===== config.mk =====
export PLATFORM = sky130hd
export DESIGN_NAME = seq_a_then_b_monitor
export DESIGN_NICKNAME = d
export VERILOG_FILES = /design/src/rtl/seq_a_then_b_monitor.sv
export SDC_FILE = /design/constraint.sdc
export NUM_CORES = 1
export LEC_CHECK = 0
export CAP_MARGIN = 40
export CORE_ASPECT_RATIO = 2
export CORE_MARGIN = 2
export CORE_UTILIZATION = 28
export DETAILED_ROUTE_END_ITERATION = 10
export DONT_BUFFER_PORTS = 1
export PLACE_DENSITY = 0.42
export SYNTH_ARGS = -nofsm -noshare
export SYNTH_HDL_FRONTEND = slang
export SYNTH_SLANG_ARGS = --single-unit
export TNS_END_PERCENT = 30

===== constraint.sdc =====
create_clock -name clk -period 4 [get_ports clk]
set_input_delay 0.6 -clock clk [delete_from_list [all_inputs] [get_ports clk]]
set_output_delay 0.6 -clock clk [all_outputs]
set_load 0.05 [all_outputs]

===== src/rtl/seq_a_then_b_monitor.sv =====
// Run-time checker for "a ##DELAY b": every enabled cycle starts one attempt that
// resolves to exactly one pass or fail. Keeps saturating counters and the first-fail time.
module seq_a_then_b_monitor #(
   parameter int DELAY = 1,
   parameter int CNT_W = 16,
   parameter int TS_W  = 32
) (
   input  logic             clk,
   input  logic             rst,
   input  logic             en,
   input  logic             clr,
   input  logic             a,
   input  logic             b,
   output logic             pass,
   output logic             fail,
   output logic [CNT_W-1:0] pass_cnt,
   output logic [CNT_W-1:0] fail_cnt,
   output logic             first_fail_vld,
   output logic [TS_W-1:0]  first_fail_time
);

   logic [TS_W-1:0]  time_q;
   logic [DELAY-1:0] pend_q, pend_d;
   logic             pass_q, pass_d;
   logic             fail_q, fail_d;
   logic [CNT_W-1:0] pass_cnt_q, pass_cnt_d;
   logic [CNT_W-1:0] fail_cnt_q, fail_cnt_d;
   logic             ffv_q, ffv_d;
   logic [TS_W-1:0]  fft_q, fft_d;

   logic             early_fail;
   logic             late_pass;
   logic             late_fail;
   logic [1:0]       fail_inc;
   logic [CNT_W:0]   pass_sum;
   logic [CNT_W:0]   fail_sum;

   // Resolution of the attempt started now (a=0) and the one started DELAY edges ago
   always_comb begin
      early_fail = en & ~a;
      late_pass  = pend_q[DELAY-1] & b;
      late_fail  = pend_q[DELAY-1] & ~b;
      fail_inc   = {1'b0, early_fail} + {1'b0, late_fail};
      pass_sum   = {1'b0, pass_cnt_q} + (CNT_W+1)'(late_pass);
      fail_sum   = {1'b0, fail_cnt_q} + (CNT_W+1)'(fail_inc);
   end

   // Next-state logic; clr overrides every other update
   always_comb begin
      pend_d     = pend_q;
      pass_d     = 1'b0;
      fail_d     = 1'b0;
      pass_cnt_d = pass_cnt_q;
      fail_cnt_d = fail_cnt_q;
      ffv_d      = ffv_q;
      fft_d      = fft_q;
      if (clr) begin
         pend_d     = '0;
         pass_cnt_d = '0;
         fail_cnt_d = '0;
         ffv_d      = 1'b0;
         fft_d      = '0;
      end else begin
         pend_d[0] = en & a;
         for (int i = 1; i < DELAY; i++) begin
            pend_d[i] = pend_q[i-1];
         end
         pass_d = late_pass;
         fail_d = early_fail | late_fail;
         // Counters hold at all-ones once the carry out would wrap them
         if (pass_sum[CNT_W]) begin
            pass_cnt_d = '1;
         end else begin
            pass_cnt_d = pass_sum[CNT_W-1:0];
         end
         if (fail_sum[CNT_W]) begin
            fail_cnt_d = '1;
         end else begin
            fail_cnt_d = fail_sum[CNT_W-1:0];
         end
         if (!ffv_q && (early_fail || late_fail)) begin
            ffv_d = 1'b1;
            fft_d = time_q;
         end else begin
            ffv_d = ffv_q;
            fft_d = fft_q;
         end
      end
   end

   // Free-running timestamp, untouched by clr
   always_ff @(posedge clk or posedge rst) begin
      if (rst) begin
         time_q <= '0;
      end else begin
         time_q <= time_q + TS_W'(1);
      end
   end

   // Checker state registers
   always_ff @(posedge clk or posedge rst) begin
      if (rst) begin
         pend_q     <= '0;
         pass_q     <= 1'b0;
         fail_q     <= 1'b0;
         pass_cnt_q <= '0;
         fail_cnt_q <= '0;
         ffv_q      <= 1'b0;
         fft_q      <= '0;
      end else begin
         pend_q     <= pend_d;
         pass_q     <= pass_d;
         fail_q     <= fail_d;
         pass_cnt_q <= pass_cnt_d;
         fail_cnt_q <= fail_cnt_d;
         ffv_q      <= ffv_d;
         fft_q      <= fft_d;
      end
   end

   assign pass            = pass_q;
   assign fail            = fail_q;
   assign pass_cnt        = pass_cnt_q;
   assign fail_cnt        = fail_cnt_q;
   assign first_fail_vld  = ffv_q;
   assign first_fail_time = fft_q;

endmodule


==> reports/qor.yml, run 1 <==
status:
  status: "finished, final reports clean"
sta:
  fin_crit_ns: 2.60
  setup-tns-final_ns: 0
  clock_skew_ns: 0.00894
  maxSlewViolCount: 0
  finalHoldViolations: 0
  rsz0062_at_grt: "no"
  finalCritPeriodShare_pct: 65.1
  fin_ws_ns: 1.40
  max_freq_ghz: 0.384
  setup_violations: 0
  relSlewSlack_pct: 42.5
  worst_pin_slew_ns: 0.860
pwr:
  leakage_nw: 2.06
  ir_drop_v: 0.000199
  p_int_mw: 1.47
  power.share.clock_pct: 43.8
  pwr-share-comb_pct: 2.7
  sw_frac_of_total_pct: 25.1
  switchingPower_mw: 0.493
  p_per_area_nw_per_um2: 406
  pwr-share-seq_pct: 53.5
route:
  vias: 2892
  drcViolationCount: 0
  totalWireLength_um: 9490
  antenna_left: 0
  vias_per_cell: 5.02
  drtIter0Drc: 88
  first_pass_iters: 4
  detail_route.wl_per_cell_um: 16.5
clock_network:
  worstSkewPairLatency_ns: 0.36
  numCtsBuffers: 9
  clk_pin_slew_ns: 0.07
  clock_path_buffers: 2
  hold_buffers: 0
  cts-root-buf: "clkbuf_16"
  htreeDepth: 3
  post_cts_buffers: 0
  post_cts_resized: 0
  cts_tree: "done"
  clock_sink_count: 100
floorplanning:
  core_area_um2: 15100
  dieArea_um2: 16400
  die_h_um: 179
  ios: 73
  fp-row-count: 64
  die_w_um: 91.6
  start_util_pct: 28.4
synth:
  synth.top_cell.area_share_pct: 58.2
  ys_ff_latch: 100
  synth_top_cell_by_area: "dfrtp_1"
  synthArstFlopShare_pct: 100
  syn_inst: 372
  yosys.cell_count.top_type: "dfrtp_1"
  ys_warn_count: 0
  synth_cell_types: 40
  synth_common_cells: "dfrtp_1 (100), xnor2_1 (36), a22o_1 (32)"
  synth-main-ff-cell: "dfrtp_1"
  synth_fp_nets: 383
  synth_area_um2: 4300
  seq_area_frac_synth_pct: 58.2
  synth_edf_count: 0
  synthTopCellsByArea: "dfrtp_1 (58%), xnor2_1 (7.3%), a22o_1 (6.5%)"
  syn_area_per_cell_um2: 11.6
placed_design:
  dp_hpwl_um: 6480
  routabilityCongestion: 0.762
  pre_cts_ws_ns: 1.23
  placed_area_um2: 4540
  port_buffers: 0
final_layout:
  areaGrowthSynthToFinish_pct: 12.4
  final_area_um2: 4830
  diodes: 0
  fillerInstances: 1529
  seq_area_um2: 2500
  fin_nets: 384
  drive_above_1_share_pct: 9.26
  multi_input_area_um2: 1700
  final_util_pct: 31.9
setup_path:
  cp.arrival_ns: 2.87
  r2r_cells: 6
  cp.required_ns: 4.27
  crit_start: "fail_cnt[0]$_DFF_PP0_"
  start_kind: "register"
  rr_startpoint: "fail_cnt[0]$_DFF_PP0_"
  critPathCaptureType: "register"
  critPathMaxFanout: 10
  critPathKind: "register to register"
grt:
  grt_overflow: 0
  grt_pass1_wl_um: 16200
  grt_pass1_vias: 3029
  grt_max_degree: 46
  antenna_found_initial: 0
  track_usage_pct: 12.6
hold_path:
  min_path_type: "primary input to async pin"
run:
  maxCapViolCount: 0
-- power by group through the flow --
| stage | logic [mW] | clock network (mW) | registers, mW |
|---|---|---|---|
| floorplan | 0.0421 | 0 | 1.07 |
| finish | 0.0529 | 0.860 | 1.05 |
| detailed placement | 0.0564 | 0 | 1.07 |
| CTS | 0.0566 | 0.896 | 1.05 |
| global route | 0.0622 | 0.945 | 1.05 |
| global placement | 0.0510 | 0 | 1.07 |
-- registers in the layout (all words and copies together), names as in the netlist --
name / cells
fail: 1
first_fail_vld: 1
first_fail_time: 32
pass: 1
pass_cnt: 16
pend_q: 1
fail_cnt: 16
time_q: 32
-- layer usage --
| metal | wire [um] | GRT usage (%) | up-vias | part of all wire, % |
|---|---|---|---|---|
| met2 | 4440 | 19.8 | 61 | 47 |
| met5 | 0 | 0 | - | 0 |
| met4 | 211 | 6.06 | 0 | 2.2 |
| met1 | 4170 | 15.2 | 1464 | 44 |
| li1 | - | - | 1353 | - |
| met3 | 664 | 4.50 | 14 | 7.0 |
-- final cells by class --
type | count | area share [%]
Tap cell | 198 | 5.13
Sequential cell | 100 | 51.8
Inverter | 13 | 1.06
Clock inverter | 7 | 1.40
Multi-Input combinational cell | 246 | 35.1
Clock buffer | 9 | 4.66
Timing Repair Buffer | 3 | 0.880
-- worst paths after layout --
path	end	slack, ns
worst max-delay path	fail_cnt[13]$_DFF_PP0_	1.40
max in group asynchronous	first_fail_time[4]$_DFFE_PP0P_	2.94
min in group clk	fail$_DFF_PP0_	0.31
worst min register to register	time_q[31]$_DFF_PP0_	0.49
worst min-delay path	first_fail_vld$_DFFE_PP0P_	0.16
worst max register to register	fail_cnt[13]$_DFF_PP0_	1.40
-- cells in the final DEF (no fill, tap or decap), drive strengths merged --
master     n
a41oi      2
fa         1
and3       7
a31o       2
nor3      13
a311oi     2
xor2      10
or2        2
nor2      17
and4       6
a21oi     25
ha         4
and2       3
clkbuf     9
nor4b      1
a31oi      5
a22o      32
o2111ai    1
o21a       1
nand3     18
nor4       4
xnor2     36
nand4     21
dfrtp    100
a41o       1
a211oi     2
o21ai      1
nand2b     1
inv       17
buf        3
o21ba      1
nor2b      3
clkinv     3
nand2     23
or4        1
-- kinds of logic (layout without fill, tap and decap cells) --
logic type	after synthesis	count (layout)	share of synthesized area, %
buf+inv	26	32	2.45
simple gates	120	120	15.4
compound gates	75	75	12.9
fa+ha+maj	5	5	1.63
flops	100	100	58.2
xor+xnor	46	46	9.37
-- worst max-delay path, cell delays in order (launching register included) --
cell,delay (ns)
dfrtp_1,0.70
fa_1,0.33
ha_1,0.26
nand4_2,0.16
or4_4,0.65
and2_4,0.21
a211oi_2,0.20
-- stage by stage --
stage	power, mW	cells	hold WS (ns)
after floorplan	1.11	372	0.447
after global routing	2.06	576	0.185
final	1.96	576	0.157
after global placement	1.12	559	0.479
after detailed placement	1.13	560	0.475
after CTS	2.00	576	0.171
Power figures use the tool's default switching activity.
==> inputs of run 2 (changes only) <==
PLACE_DENSITY = 0.44   (was 0.42)
clock period = 2.1 ns   (was 4 ns; I/O delays follow)
==> run 2 against run 1 <==
Effect of this change:
- power grew 91%
- sequential share of layout area down 4.1 points
- maximum frequency up 31%
- critical path type unchanged
==> reports/qor.yml, run 2 (synthesized netlist as in run 1, its figures left out) <==
grt:
  gr-max-usage-layer: "met2"
  grt_pass1_vias: 3107  # +2.6%
  grt_overflow: 0  # unchanged
  track_usage_pct: 12.9  # +0.33 points
  use_met3_pct: 3.66  # -0.84 points
  grt_max_degree: 63  # +37%
  antenna_found_initial: 0  # unchanged
  met2_usage_pct: 19.8  # unchanged
  grt_pass1_wl_um: 16900  # +4.0%
  grtUsageMet1_pct: 17.4  # +2.2 points
route:
  drtIter0Drc: 144  # +64%
  drcViolationCount: 0  # unchanged
  first_pass_iters: 6  # +2
  detail_route.wl_per_cell_um: 16.0  # -2.9%
  totalWireLength_um: 10000  # +5.6%
  antenna_left: 0  # unchanged
  vias: 3016  # +4.3%
  vias_per_cell: 4.82  # -4.0%
pwr:
  p_per_area_nw_per_um2: 713  # +76%
  pwr-share-seq_pct: 52.9  # -0.6 points
  power.share.clock_pct: 43.3  # -0.5 points
  p_int_mw: 2.81  # +91%
  leakage_nw: 2.31  # +12%
  ir_drop_v: 0.000347  # +75%
  sw_frac_of_total_pct: 25.0  # -0.17 points
  pwr-share-comb_pct: 3.8  # +1.1 points
  switchingPower_mw: 0.934  # +90%
  total_power_mw: 3.74  # +91%
sta:
  worst_pin_slew_ns: 0.556  # -0.304 ns
  fin_crit_ns: 1.98  # -0.624 ns
  maxSlewViolCount: 0  # unchanged
  relSlewSlack_pct: 63.0  # +20 points
  max_freq_ghz: 0.505  # +31%
  finalCritPeriodShare_pct: 94.3  # +29 points
  finalHoldViolations: 0  # unchanged
  clock_skew_ns: 0.0113  # +0.00235 ns
  setup_violations: 0  # unchanged
final_layout:
  diodes: 0  # unchanged
  mostFrequentLayoutCell: "dfrtp_1"
  areaGrowthSynthToFinish_pct: 22.1
  fin_nets: 434  # +13%
  final_cells: 626  # +8.7%
  fillerInstances: 1534  # +0.33%
  final_cell_mix: "dfrtp_1 (100), buf_4 (49), xnor2_1 (36), a22o_1 (32), a21oi_1 (25)"
  final_area_um2: 5250  # +8.6%
  drive_above_1_share_pct: 20.6  # +11 points
clock_network:
  clock_path_buffers: 2  # unchanged
  cts_tree: "done"
  post_cts_buffers: 0  # unchanged
  clock_sink_count: 100  # unchanged
  cts-root-buf: "clkbuf_16"
  htreeDepth: 3  # unchanged
  clk_pin_slew_ns: 0.07  # about the same
  worstSkewPairLatency_ns: 0.35  # about the same
  numCtsBuffers: 9  # unchanged
placed_design:
  placed_cells: 609  # +8.8%
  placed_area_um2: 4930  # +8.5%
  dp_hpwl_um: 6590  # +1.6%
  port_buffers: 0  # unchanged
  routabilityCongestion: 0.787  # +3.2%
setup_path:
  cp.required_ns: 2.36  # -1.91 ns
  start_kind: "register"
  critPathMaxFanout: 3  # -7
  critPathCaptureType: "register"
  critPathKind: "register to register"
  cp.arrival_ns: 2.24  # -0.63 ns
floorplanning:
  fp-row-count: 64  # unchanged
  die_h_um: 179  # unchanged
  start_util_pct: 28.4  # unchanged
  die_w_um: 91.6  # unchanged
  ios: 73  # unchanged
  core_area_um2: 15100  # unchanged
  dieArea_um2: 16400  # unchanged
hold_path:
  min_path_type: "primary input to register"
status:
  status: "finished, final reports clean"
run:
  maxCapViolCount: 0  # unchanged
[run 2: path summary, 6_finish.rpt]
path                                 startpoint  depth (start not counted)                               to  slack (ns)
max                            pend_q$_DFF_PP0_                          7           fail_cnt[11]$_DFF_PP0_        0.12
min                                         clr                          1            pass_cnt[0]$_DFF_PP0_        0.03
max reg2reg                    pend_q$_DFF_PP0_                          7           fail_cnt[11]$_DFF_PP0_        0.12
min reg2reg                time_q[31]$_DFF_PP0_                          1             time_q[31]$_DFF_PP0_        0.48
max in group asynchronous                   rst                          3             time_q[22]$_DFF_PP0_        1.15
min in group asynchronous                   rst                          2  first_fail_time[11]$_DFFE_PP0P_        0.38
[run 2: layer usage]
metal / share of wire [%] / up-vias
met3: 5.0 / 9
met1: 46 / 1481
li1: - / 1457
met4: 1.4 / 0
met5: 0 / -
met2: 48 / 69
[run 2: timing repair]
action | CTS | global route
endpoints found under the setup margin | 2 | 12
hold endpoints to repair | 5 | 0
resized for setup | 1 | 7
hold buffers | 1 | 0
pin swaps | 0 | 3
[run 2: cell type report]
type | count | area, um2 | area share (%)
clock inverters | 6 | 53.8 | 1.03
well taps | 198 | 248 | 4.72
clock buffers | 10 | 229 | 4.36
multi-input cells | 246 | 1730 | 32.9
repair buffers | 53 | 438 | 8.34
flip-flops and latches | 100 | 2500 | 47.7
inverters | 13 | 52.6 | 1.00
[run 2: power groups by stage]
stage | Clock [mW] | Sequential, mW | Combinational [mW]
final | 1.62 | 1.98 | 0.142
after global routing | 1.75 | 1.98 | 0.162
after CTS | 1.68 | 1.98 | 0.145
after detailed placement | 0 | 2.02 | 0.141
after global placement | 0 | 2.02 | 0.142
after floorplan | 0 | 2.03 | 0.0807
[run 2: through the flow]
step / util [%] / TNS, ns / hold slack [ns] / setup slack [ns]
finish: 34.7 / 0 / 0.0337 / 0.119
global route: 34.7 / -0.0192 / 0.0138 / -0.00715
CTS: 34.5 / 0 / 0.0149 / 0.00502
detailed placement: 32.5 / -0.0283 / 0.129 / -0.0238
global placement: 32.5 / 0 / 0.129 / 0.0287
floorplan: - / -1.85 / 0.423 / -0.318
[run 2: worst max-delay path: stages, from the launching register on]
cell      delay (ns)
dfrtp_1         0.34
nor2b_4         0.17
fa_2            0.25
ha_4            0.15
nand4_2         0.11
or4_4           0.52
and2_4          0.17
a211oi_2        0.19
